$ cat src/rtl/l2_ctrl_regs_gen.sv
// rtl/l2_ctrl_regs_gen.sv - L2 controller state-register bank
// Purpose: state registers that sit beside the L2 FSM. It holds the flush
//   set/way walker, the request credit counter, the forward-stall slot tracker
//   and the generic set/clear status flags. Every output is a register or a
//   decode of one, so the FSM sees a change one cycle after the input.
// Optional feature: define LLSC_EN to add the lr_to_xmw/lr_idx stall-resolution
//   path and the ongoing_llsc_conflict flag with its set/clear inputs.
// Ports:
//   clk, rst                      clock; asynchronous active-low reset
//   flush_start/step/abort        flush walker control
//   flush_busy/done/set/way       flush walker status and current position
//   req_alloc/req_free            consume / return one request credit
//   reqs_cnt/reqs_none            free credits and the zero indication
//   cnt_err/cnt_err_clr           sticky credit/stall overflow error and its clear
//   stall_set/stall_idx           record a forward stall on a request index
//   put_valid/put_idx             request write-back that resolves matching stalls
//   put_atomic/atomic_idx         atomic request completing with the write-back
//   stall_valid/full/ended        slot occupancy, all-full, sticky "some slot resolved"
//   clr_stall_ended               clear stall_ended
//   flag_set/flag_clr/flags       generic status flags, clear wins per bit
module l2_ctrl_regs_gen #(
    parameter int SET_BITS  = 8,
    parameter int WAY_BITS  = 3,
    parameter int N_REQS    = 4,
    parameter int N_STALL   = 2,
    parameter int N_FLAGS   = 3,
    localparam int REQS_BITS = $clog2(N_REQS)
) (
    input  logic                 clk,
    input  logic                 rst,
    input  logic                 flush_start,
    input  logic                 flush_step,
    input  logic                 flush_abort,
    output logic                 flush_busy,
    output logic                 flush_done,
    output logic [SET_BITS-1:0]  flush_set,
    output logic [WAY_BITS-1:0]  flush_way,
    input  logic                 req_alloc,
    input  logic                 req_free,
    output logic [REQS_BITS:0]   reqs_cnt,
    output logic                 reqs_none,
    output logic                 cnt_err,
    input  logic                 cnt_err_clr,
    input  logic                 stall_set,
    input  logic [REQS_BITS-1:0] stall_idx,
    input  logic                 put_valid,
    input  logic [REQS_BITS-1:0] put_idx,
    input  logic                 put_atomic,
    input  logic [REQS_BITS-1:0] atomic_idx,
    output logic [N_STALL-1:0]   stall_valid,
    output logic                 stall_full,
    output logic                 stall_ended,
    input  logic                 clr_stall_ended,
`ifdef LLSC_EN
    input  logic                 lr_to_xmw,
    input  logic [REQS_BITS-1:0] lr_idx,
    input  logic                 set_llsc_conflict,
    input  logic                 clr_llsc_conflict,
    output logic                 ongoing_llsc_conflict,
`endif
    input  logic [N_FLAGS-1:0]   flag_set,
    input  logic [N_FLAGS-1:0]   flag_clr,
    output logic [N_FLAGS-1:0]   flags
);

    localparam int CW = REQS_BITS + 1;
    localparam logic [REQS_BITS:0] CNT_MAX = CW'(N_REQS);

    typedef enum logic [1:0] {
        ST_IDLE,
        ST_WALK,
        ST_DRAIN,
        ST_DONE
    } flush_state_e;

    flush_state_e                         state_q, state_d;
    logic [SET_BITS-1:0]                  set_q, set_d;
    logic [WAY_BITS-1:0]                  way_q, way_d;
    logic [REQS_BITS:0]                   cnt_q, cnt_d;
    logic                                 cnt_err_q, cnt_err_d;
    logic [N_STALL-1:0]                   slot_v_q, slot_v_d;
    logic [N_STALL-1:0][REQS_BITS-1:0]    slot_idx_q, slot_idx_d;
    logic                                 ended_q, ended_d;
    logic [N_FLAGS-1:0]                   flags_q, flags_d;
    logic [N_STALL-1:0]                   slot_hit;
    logic                                 slot_found;
    logic                                 stall_drop;
    logic                                 alloc_only, free_only, cnt_bad;
`ifdef LLSC_EN
    logic                                 llsc_q, llsc_d;
`endif

    // Flush walker: ways advance fastest, sets carry; the final step wraps
    // both counters to zero on the way into DRAIN.
    always_comb begin
        state_d = state_q;
        set_d   = set_q;
        way_d   = way_q;
        case (state_q)
            ST_IDLE: begin
                if (flush_start) begin
                    state_d = ST_WALK;
                    set_d   = '0;
                    way_d   = '0;
                end
            end
            ST_WALK: begin
                if (flush_abort) begin
                    state_d = ST_IDLE;
                end else if (flush_step) begin
                    way_d = way_q + WAY_BITS'(1);
                    if (&way_q) begin
                        set_d = set_q + SET_BITS'(1);
                        if (&set_q) begin
                            state_d = ST_DRAIN;
                        end
                    end
                end
            end
            ST_DRAIN: begin
                // Wait until every outstanding request has returned its credit.
                if (flush_abort) begin
                    state_d = ST_IDLE;
                end else if (cnt_q == CNT_MAX) begin
                    state_d = ST_DONE;
                end
            end
            ST_DONE: begin
                state_d = ST_IDLE;
            end
            default: begin
                state_d = ST_IDLE;
            end
        endcase
    end

    // Credits: a simultaneous alloc and free cancel out; an out-of-range
    // single operation is dropped and flagged.
    always_comb begin
        alloc_only = req_alloc & ~req_free;
        free_only  = req_free & ~req_alloc;
        cnt_bad    = (alloc_only & (cnt_q == '0)) | (free_only & (cnt_q == CNT_MAX));
        cnt_d      = cnt_q;
        if (alloc_only && (cnt_q != '0)) begin
            cnt_d = cnt_q - CW'(1);
        end else if (free_only && (cnt_q != CNT_MAX)) begin
            cnt_d = cnt_q + CW'(1);
        end
    end

    // Stall slots: resolution is evaluated on the current occupancy, and the
    // new entry goes into a slot that was free this cycle, so a stall recorded
    // in the same cycle as a matching write-back survives.
    always_comb begin
        slot_v_d   = slot_v_q;
        slot_idx_d = slot_idx_q;
        slot_hit   = '0;
        slot_found = 1'b0;
        for (int i = 0; i < N_STALL; i++) begin
            slot_hit[i] = slot_v_q[i] & put_valid &
                          ((slot_idx_q[i] == put_idx) |
                           (put_atomic & (slot_idx_q[i] == atomic_idx)));
`ifdef LLSC_EN
            slot_hit[i] = slot_hit[i] |
                          (slot_v_q[i] & lr_to_xmw & (slot_idx_q[i] == lr_idx));
`endif
            if (slot_hit[i]) begin
                slot_v_d[i] = 1'b0;
            end
        end
        for (int i = 0; i < N_STALL; i++) begin
            if (stall_set && !slot_found && !slot_v_q[i]) begin
                slot_v_d[i]   = 1'b1;
                slot_idx_d[i] = stall_idx;
                slot_found    = 1'b1;
            end
        end
        stall_drop = stall_set & ~slot_found;
    end

    always_comb begin
        cnt_err_d = cnt_err_clr ? 1'b0 : (cnt_err_q | cnt_bad | stall_drop);
        ended_d   = clr_stall_ended ? 1'b0 : (ended_q | (|slot_hit));
        flags_d   = (flags_q | flag_set) & ~flag_clr;
`ifdef LLSC_EN
        llsc_d    = clr_llsc_conflict ? 1'b0 : (llsc_q | set_llsc_conflict);
`endif
    end

    always_ff @(posedge clk or negedge rst) begin
        if (!rst) begin
            state_q    <= ST_IDLE;
            set_q      <= '0;
            way_q      <= '0;
            cnt_q      <= CNT_MAX;
            cnt_err_q  <= 1'b0;
            slot_v_q   <= '0;
            slot_idx_q <= '0;
            ended_q    <= 1'b0;
            flags_q    <= '0;
`ifdef LLSC_EN
            llsc_q     <= 1'b0;
`endif
        end else begin
            state_q    <= state_d;
            set_q      <= set_d;
            way_q      <= way_d;
            cnt_q      <= cnt_d;
            cnt_err_q  <= cnt_err_d;
            slot_v_q   <= slot_v_d;
            slot_idx_q <= slot_idx_d;
            ended_q    <= ended_d;
            flags_q    <= flags_d;
`ifdef LLSC_EN
            llsc_q     <= llsc_d;
`endif
        end
    end

    assign flush_busy  = (state_q == ST_WALK) || (state_q == ST_DRAIN);
    assign flush_done  = (state_q == ST_DONE);
    assign flush_set   = set_q;
    assign flush_way   = way_q;
    assign reqs_cnt    = cnt_q;
    assign reqs_none   = (cnt_q == '0);
    assign cnt_err     = cnt_err_q;
    assign stall_valid = slot_v_q;
    assign stall_full  = &slot_v_q;
    assign stall_ended = ended_q;
    assign flags       = flags_q;
`ifdef LLSC_EN
    assign ongoing_llsc_conflict = llsc_q;
`endif

endmodule

$ cat config.mk
export PLATFORM = sky130hd
export DESIGN_NAME = l2_ctrl_regs_gen
export DESIGN_NICKNAME = d
export VERILOG_FILES = /design/src/rtl/l2_ctrl_regs_gen.sv
export SDC_FILE = /design/constraint.sdc
export NUM_CORES = 1
export LEC_CHECK = 0
export CAP_MARGIN = 20
export CORE_MARGIN = 2
export CORE_UTILIZATION = 51
export CTS_CLUSTER_SIZE = 28
export DETAILED_ROUTE_END_ITERATION = 8
export PLACE_DENSITY = 0.94
export SETUP_SLACK_MARGIN = 0.02
export SKIP_LAST_GASP = 1
export SYNTH_ARGS = -nofsm -noshare
export SYNTH_HDL_FRONTEND = slang
export SYNTH_SLANG_ARGS = --single-unit
export TNS_END_PERCENT = 20
$ cat constraint.sdc
create_clock -name clk -period 3.1 [get_ports clk]
set_clock_uncertainty 0.05 [all_clocks]
set_input_delay 0.31 -clock clk [delete_from_list [all_inputs] [get_ports clk]]
set_output_delay 0.31 -clock clk [all_outputs]
set_load 0.03 [all_outputs]
==> metrics.md, run 1 <==
| Metric | Value |
|---|---|
| Sequential power share | `35.1%` |
| Mux contribution to synthesized area | `5.53%` |
| Crit path max fanout | `15` |
| Initial Util | `53.7%` |
| GR Util All Layers | `20.2%` |
| Clock group share of total power | `9.0%` |
| Total CTS buffers | `3` |
| CTS tree | `built` |
| Metal2 WL | `1.60 mm` |
| Flops & latches, synth | `27` |
| Antenna diodes | `0` |
| Max Root-Sink Buffers | `2` |
| Setup TNS | `0 ns` |
| Vias/cell | `5.29` |
| Path type of the worst min-delay path | `input port to async pin` |
| Max Cap Violations | `0` |
| Sw Ratio | `44.8%` |
| Unique masters post-synth | `49` |
| Peak VDD IR | `0.000608 V` |
| Syn_area_per_cell | `9.66 sq um` |
| Clock Sink Count | `27` |
| Root Buffer | `clkbuf_4` |
| Least-Margin Pin Slew | `0.627 ns` |
| Final design instance area without fill | `2200 sq um` |
| Die width | `60.9 microns` |
| Core Rows | `20` |
| Synth Flop Type | `dfrtp_1` |
| Post-CTS Setup Repair Bufs | `0` |
| Routed met3 length | `182 microns` |
| Filler cells | `237` |
| Final cell count without fillers | `263` |
| Syn Nets | `204` |
| Worst path required time | `3.27 ns` |
| Minimum clock period | `2.22 ns` |
| Fmax | `451 MHz` |
| Most common cell after layout, fill and taps aside | `clkdlybuf4s50_1` |
| Post-synthesis xor/xnor area fraction | `5.30%` |
| RSZ-0062 raised after global routing | `no` |
| Fin crit share | `71.6%` |
| Critical Path AT | `2.39 ns` |
| Pleak | `0.000919 uW` |
| Post_cts resized | `0` |
| Psw | `736 uW` |
| Antenna violations before repair | `0` |
| Die Y-Extent | `60.9 microns` |
| GP Congestion | `0.857` |
| Core Area | `3080 sq um` |
| Synthesis warning total | `0` |
| Multi-input logic area | `910 sq um` |
| Drt wl/cell | `12.9 microns` |
| # IOs | `49` |
| Residual DRC | `0` |
| Clk slew on worst S/H paths | `0.14 ns` |
| Placed cell area | `2170 sq um` |
| Number of instances in the placed design | `259` |
| Worst skew pair latency | `0.32 ns` |
| Share of post-route cells with drive strength above 1 | `7.31%` |
| Area grow syn2layout | `33.1%` |
| M1 WL | `1.60 mm` |
| Hold Fails Final Rpt | `0` |
| Hold Buf Count CTS | `0` |
| DRT Pass-1 Iters | `5` |
| Register area | `677 sq um` |
| # nets final | `253` |
| CTS H-tree depth | `1` |
| Grt ovf | `0` |
| CP Class | `register to register` |
| Total wire length | `3.39 mm` |
| Simple-gate share of the synthesized area | `19.6%` |
| Fin. max-slew vios | `0` |
| Main combinational cell family by area after synthesis | `simple AND/OR/NAND/NOR gates` |
| Global-route wire length before repair | `5.64 mm` |
| Initial DRC count | `75` |
| Commonest non-fill, non-tap cells in the layout | `clkdlybuf4s50_1, dfrtp_1, nand2_1` |
| Vias | `1392` |
| Vias in the first global route | `1318` |
| P_int | `906 uW` |
| Setup-failing EPs final | `0` |
| Post-Syn Instances | `171` |
| Status | `finished, final reports clean` |
| Die area | `3710 sq um` |
| Number of flops mapped to enable cells by yosys | `0` |
| Synth Area in Adders | `7.27%` |
| Largest net degree at the start of global routing | `28` |
| Final core occ | `71.4%` |
| Post-synth ARST share | `100%` |
| Sequential area share after synthesis | `41.0%` |
| Power per Cell Area | `746 nW/um^2` |
| Compound-Gate Fraction of Synth Area | `17.3%` |
| Combinational fraction of design power | `55.9%` |
| Remaining antenna violation count after routing | `0` |
| CP Launch Type | `register` |
| Port Buffers | `48` |
| Total Power | `1640 uW` |
| Post-DP HPWL | `2.60 mm` |
| Synthesized area | `1650 sq um` |
| CP endpoint kind | `register` |
| Max_slew headroom | `58.2%` |
| Highest metal used | `met4` |
==> worst paths after layout <==
| kind | endpoint | cells after the start | start | slack, ns |
|---|---|---|---|---|
| max | flush_set[7]$_DFFE_PN0P_ | 6 | state_q[1]$_DFFE_PN0P_ | 0.88 |
| min | flush_set[4]$_DFFE_PN0P_ | 2 | rst | 0.29 |
| max reg2reg | flush_set[7]$_DFFE_PN0P_ | 6 | state_q[1]$_DFFE_PN0P_ | 0.88 |
| min reg2reg | flags[0]$_DFF_PN0_ | 2 | flags[0]$_DFF_PN0_ | 0.46 |
| max in group asynchronous | reqs_cnt[2]$_DFFE_PN1P_ | 2 | rst | 2.40 |
| min in group clk | cnt_err$_DFF_PN0_ | 2 | cnt_err_clr | 0.45 |
==> logic make-up (layout without fill, tap and decap cells) <==
logic type                 after synthesis  in the layout
adders and majority gates                9              9
AOI/OAI and AO/OA                       39             39
buffers and inverters                   16             64
xor gates and xnor gates                10             10
muxes                                    7              7
DFF                                     27             27
and+or+nand+nor                         63             63
==> Yosys cell counts (2+ instances only) <==
master / instances / share of area (%)
inv_1: 11 / 2.5
xnor2_1: 5 / 2.7
clkbuf_1: 3 / 0.68
nand2_1: 19 / 4.3
o21ai_0: 6 / 1.8
ha_1: 8 / 6.1
o31ai_1: 2 / 0.91
dfrtp_1: 26 / 39
nor3_1: 4 / 1.2
a211oi_1: 2 / 0.91
nor2_1: 16 / 3.6
a2111oi_2: 3 / 2.7
mux2_2: 2 / 1.4
nand3_1: 4 / 1.2
nor2b_1: 3 / 1.1
o21a_1: 2 / 0.91
a21oi_1: 4 / 1.2
and2_1: 2 / 0.76
nor3b_1: 2 / 0.91
mux2i_1: 2 / 1.2
xor2_1: 5 / 2.7
o21ai_1: 4 / 1.2
nand2b_1: 5 / 1.9
and4_1: 2 / 1.1
o22ai_1: 5 / 1.9
==> per-layer routing <==
layer | vias to the layer above | global-route usage (%)
li1 | 698 | -
met3 | 2 | 3.41
met4 | 0 | 7.45
met2 | 37 | 33.5
met5 | - | 0
met1 | 655 | 26.5
==> registers in the layout, summed over array words and instances, names as in the netlist <==
signal       count
stall_ended      1
flush_way        3
flush_set        8
slot_idx_q       4
stall_valid      2
state_q          2
reqs_cnt         3
cnt_err          1
flags            3
==> worst max-delay path: stages (launching register included) <==
cell and delay [ns]:
dfrtp_1 0.42, inv_1 0.12, ha_1 0.57, mux2i_4 0.23, a211oi_2 0.28, nand3_1 0.14
mux2_4 0.31
==> layout make-up <==
type                    count  area share [%]
flip-flops and latches     27            30.8
clock inverters             1           0.228
repair buffers             49            22.2
clock buffers               3            1.02
multi-input cells         128            41.4
well taps                  44            2.50
inverters                  11            1.88
==> power groups by stage <==
stage | clock network [uW] | logic, uW | registers [uW]
global route | 168 | 1020 | 596
detailed placement | 0 | 919 | 582
finish | 148 | 918 | 575
CTS | 157 | 925 | 573
global placement | 0 | 898 | 575
floorplan | 0 | 530 | 676
==> stage by stage <==
stage                     hold slack, ns  setup WS [ns]
final                              0.288          0.882
after global routing               0.333          0.706
after CTS                          0.295          0.852
after detailed placement           0.436          0.700
after global placement             0.427          0.807
after floorplan                  -0.0356          0.708
Power figures use the tool's default switching activity.
==> inputs of run 2 (changes only) <==
--- a/config.mk
+++ b/config.mk
@@ -7,10 +7,10 @@
 export LEC_CHECK = 0
 export CAP_MARGIN = 20
 export CORE_MARGIN = 2
-export CORE_UTILIZATION = 51
+export CORE_UTILIZATION = 47
 export CTS_CLUSTER_SIZE = 28
 export DETAILED_ROUTE_END_ITERATION = 8
-export PLACE_DENSITY = 0.94
+export PLACE_DENSITY = 0.89
 export SETUP_SLACK_MARGIN = 0.02
 export SKIP_LAST_GASP = 1
 export SYNTH_ARGS = -nofsm -noshare
==> constraint.sdc (replaced) <==
create_clock -name clk -period 2.1 [get_ports clk]
set_clock_uncertainty 0.05 [all_clocks]
set_input_delay 0.21 -clock clk [delete_from_list [all_inputs] [get_ports clk]]
set_output_delay 0.21 -clock clk [all_outputs]
set_load 0.03 [all_outputs]
==> metrics.md, run 2 (synthesis gave the netlist of run 1 again) <==
| Metric | Value |
|---|---|
| Vias in the first global route | `1412` |
| Status | `finished, final reports clean` |
| Port Buffers | `48` |
| CTS H-tree depth | `1` |
| Least-Margin Pin Slew | `0.332 ns` |
| Setup TNS | `0 ns` |
| Largest net degree at the start of global routing | `28` |
| Clock Sink Count | `27` |
| Final worst-path setup slack | `0.109 ns` |
| RSZ-0062 raised after global routing | `yes` |
| Initial DRC count | `84` |
| Pleak | `0.000937 uW` |
| # nets final | `257` |
| Peak VDD IR | `0.000598 V` |
| Setup WS pre-CTS | `0.114 ns` |
| Max incr delay on CP | `0.68 ns` |
| Crit path buffers/inverters | `2` |
| # IOs | `49` |
| Crit path max fanout | `9` |
| Die width | `63.3 microns` |
| Fmax | `502 MHz` |
| Drt wl/cell | `13.4 microns` |
| Max Cap Violations | `0` |
| Setup-failing EPs final | `0` |
| Total CTS buffers | `3` |
| Max Root-Sink Buffers | `2` |
| Post-DP HPWL | `2.85 mm` |
| Area grow syn2layout | `36.0%` |
| Antenna diodes | `0` |
| Core Rows | `21` |
| Max_slew headroom | `77.4%` |
| Most common cell after layout, fill and taps aside | `clkdlybuf4s50_1` |
| Die area | `4000 sq um` |
| Placed cell area | `2220 sq um` |
| Core Area | `3360 sq um` |
| Critical-path cell list | `buf_4 -> clkdlybuf4s50_1` |
| CP Launch Type | `register` |
| Die Y-Extent | `63.3 microns` |
| Top delay family on crit path | `buffers and inverters` |
| Max reg flops | `8` |
| Path type of the worst min-delay path | `input port to async pin` |
| Worst skew pair latency | `0.33 ns` |
| Antenna violations before repair | `0` |
| CP Class | `register to output pin` |
| GP Congestion | `0.853` |
| Minimum clock period | `1.99 ns` |
| GR Util All Layers | `18.8%` |
| Commonest non-fill, non-tap cells in the layout | `clkdlybuf4s50_1, dfrtp_1, nand2_1` |
| Root Buffer | `clkbuf_4` |
| Final design instance area without fill | `2250 sq um` |
| Hold Fails Final Rpt | `0` |
| Remaining antenna violation count after routing | `0` |
| Clk slew on worst S/H paths | `0.15 ns` |
| R2r setup slk | `0.17 ns` |
| Fin crit share | `94.8%` |
| CP endpoint kind | `output pin` |
| Vias | `1463` |
| Grt ovf | `0` |
| Final cell count without fillers | `269` |
| Worst path required time | `1.84 ns` |
| Critical Path AT | `1.73 ns` |
| Global-route wire length before repair | `6.12 mm` |
| Power per Cell Area | `1110 nW/um^2` |
| Number of instances in the placed design | `265` |
| Total wire length | `3.60 mm` |
| Vias/cell | `5.44` |
| Fin. max-slew vios | `0` |
| Slowest cell on the critical path | `clkdlybuf4s50_1` |
| CTS tree | `built` |
| DRT Pass-1 Iters | `4` |
| Residual DRC | `0` |
| Share of post-route cells with drive strength above 1 | `10.8%` |
| Initial Util | `49.1%` |
| Final core occ | `66.8%` |
-- run 2: path summary, 6_finish.rpt --
kind                                          startpoint                  endpoint  depth (start not counted)
worst min-delay path                                 rst  flush_set[4]$_DFFE_PN0P_                          2
worst max-delay path             reqs_cnt[2]$_DFFE_PN1P_               reqs_cnt[2]                          2
max in group asynchronous                            rst   reqs_cnt[2]$_DFFE_PN1P_                          2
worst max register to register  flush_way[0]$_DFFE_PN0P_  flush_set[7]$_DFFE_PN0P_                          6
worst min register to register        flags[2]$_DFF_PN0_        flags[2]$_DFF_PN0_                          2
min in group clk                             flag_clr[2]        flags[2]$_DFF_PN0_                          2
-- run 2: metrics by stage --
step / hold WS, ns / power [uW]
after floorplan: -0.136 / 1820
after global placement: 0.424 / 2240
after detailed placement: 0.442 / 2290
after CTS: 0.177 / 2520
after global routing: 0.180 / 2680
final: 0.176 / 2500
-- run 2: per-layer routing --
layer  track usage [%]  wire length, microns
met2              33.8                  1750
met5                 0                     0
met4              3.80                    48
met1              23.0                  1580
met3              4.46                   219
-- run 2: area by class of cell --
cell class / instances / area [sq um]
fill: 295 / 1120
multi-input combinational: 128 / 923
sequential: 27 / 677
timing repair buffer: 53 / 517
tap: 46 / 57.6
inverter: 11 / 41.3
clock buffer: 3 / 22.5
clock inverter: 1 / 7.51
-- run 2: power by group --
| group | internal [uW] | switching, uW |
|---|---|---|
| logic | 622 | 814 |
| clock network | 72.9 | 159 |
| registers | 676 | 160 |
| total | 1370 | 1130 |
-- run 2: repair_timing --
action,CTS,global route
setup buffers,0,0
hold endpoints to repair,0,0
resized for setup,1,1
hold buffers,0,0
endpoints found under the setup margin,1,2
==> inputs of run 3 (changes only) <==
--- a/config.mk
+++ b/config.mk
@@ -6,11 +6,11 @@
 export NUM_CORES = 1
 export LEC_CHECK = 0
 export CAP_MARGIN = 20
-export CORE_MARGIN = 2
-export CORE_UTILIZATION = 47
+export CORE_MARGIN = 8
+export CORE_UTILIZATION = 25
 export CTS_CLUSTER_SIZE = 28
 export DETAILED_ROUTE_END_ITERATION = 8
-export PLACE_DENSITY = 0.89
+export PLACE_DENSITY = 0.57
 export SETUP_SLACK_MARGIN = 0.02
 export SKIP_LAST_GASP = 1
 export SYNTH_ARGS = -nofsm -noshare
==> metrics.md, run 3 (synthesis gave the netlist of run 1 again) <==
| Metric | Value |
|---|---|
| Port Buffers | `48` |
| Max reg flops | `8` |
| Share of post-route cells with drive strength above 1 | `11.6%` |
| Clk slew on worst S/H paths | `0.10 ns` |
| Initial Util | `25.9%` |
| Root Buffer | `clkbuf_8` |
| DRT Pass-1 Iters | `4` |
| Critical Path AT | `1.75 ns` |
| Core Rows | `29` |
| Path type of the worst min-delay path | `input port to async pin` |
| Pleak | `0.000955 uW` |
| Least-Margin Pin Slew | `0.409 ns` |
| Die width | `97.3 microns` |
| CP endpoint kind | `output pin` |
| Hold Fails Final Rpt | `0` |
| # IOs | `49` |
| Power per Cell Area | `1120 nW/um^2` |
| Commonest non-fill, non-tap cells in the layout | `clkdlybuf4s50_1, dfrtp_1, nand2_1` |
| GR Util All Layers | `8.93%` |
| Number of instances in the placed design | `298` |
| Vias | `1403` |
| Die Y-Extent | `97.3 microns` |
| Fin. max-slew vios | `0` |
| Final core occ | `36.4%` |
| Worst path required time | `1.84 ns` |
| Status | `finished, final reports clean` |
| Most common cell after layout, fill and taps aside | `clkdlybuf4s50_1` |
| Minimum clock period | `2.01 ns` |
| # nets final | `259` |
| CTS tree | `built` |
| RSZ-0062 raised after global routing | `yes` |
| Die area | `9460 sq um` |
| Largest net degree at the start of global routing | `28` |
| Peak VDD IR | `0.000554 V` |
| GP Congestion | `0.791` |
| Global-route wire length before repair | `7.14 mm` |
| CP Launch Type | `register` |
| Reg2reg path depth | `6` |
| Vias/cell | `4.65` |
| Fmax | `496 MHz` |
| Max_slew headroom | `72.7%` |
| Remaining antenna violation count after routing | `0` |
| Worst skew pair latency | `0.28 ns` |
| Grt ovf | `0` |
| Worst hold slack | `0.262 ns` |
| Core Area | `6390 sq um` |
| Crit path max fanout | `4` |
| Total Power | `2610 uW` |
| Setup TNS | `0 ns` |
| Clock Sink Count | `27` |
| Antenna violations before repair | `0` |
| Vias in the first global route | `1448` |
| Area grow syn2layout | `40.8%` |
| Drt wl/cell | `13.6 microns` |
| Antenna diodes | `0` |
| Total CTS buffers | `3` |
| Max Root-Sink Buffers | `2` |
| Total wire length | `4.11 mm` |
| CP Class | `register to output pin` |
| Setup-failing EPs final | `0` |
| Max Cap Violations | `0` |
| Post-DP HPWL | `3.23 mm` |
| Residual DRC | `0` |
| Fin crit share | `95.9%` |
| Final cell count without fillers | `302` |
| Initial DRC count | `26` |
| CTS H-tree depth | `1` |
run 3: cell types whose count changed in the layout (fill, tap and decap cells not counted), sizes merged:
| cell | delta |
|---|---|
| dlygate4sd2 | -1 |
| buf | +2 |
| clkdlybuf4s50 | +1 |
run 3: where the power goes:
part	internal, uW	switching (uW)
clock	135	178
combinational	647	818
sequential	677	158
run 3: metal layers:
layer	vias to the layer above	global-route usage (%)	wire length [microns]
li1	712	-	-
met1	643	11.4	2030
met2	43	13.8	1760
met3	5	3.27	278
met4	0	2.21	33
met5	-	0	0
run 3: worst paths after layout:
kind,start,end,slack [ns]
max in group asynchronous,rst,reqs_cnt[2]$_DFFE_PN1P_,1.44
setup reg to reg,flush_way[0]$_DFFE_PN0P_,flush_set[7]$_DFFE_PN0P_,0.21
hold / removal,rst,cnt_err$_DFF_PN0_,0.26
hold reg to reg,flags[1]$_DFF_PN0_,flags[1]$_DFF_PN0_,0.45
setup / recovery,state_q[0]$_DFFE_PN0P_,flush_busy,0.09
min in group clk,flag_clr[0],flags[0]$_DFF_PN0_,0.40
run 3: layout make-up:
type                    instances  area, sq um
fillers                       642         4060
multi-input cells             128          928
flip-flops and latches         27          677
repair buffers                 55          533
well taps                      77         96.3
clock buffers                   3         41.3
inverters                      11         41.3
clock inverters                 1         7.51
run 3: critical path, stage by stage (launching register included):
cell and delay [ns]:
dfrtp_1 0.42, inv_1 0.10, ha_1 0.28, clkdlybuf4s50_1 0.66
run 3: repair_timing:
| action | in CTS | in global routing |
|---|---|---|
| endpoints found under the hold margin | 0 | 0 |
| hold buffers | 0 | 0 |
| setup endpoints to repair | 0 | 3 |
| gates resized for setup | 0 | 1 |
| buffers inserted | 0 | 0 |
run 3: stage by stage:
stage               instance area (sq um)  worst slack, ns
CTS                                  2320           0.0623
global route                         2320           0.0122
finish                               2320           0.0852
floorplan                            1670           0.0494
detailed placement                   2270            0.106
global placement                     2270            0.150
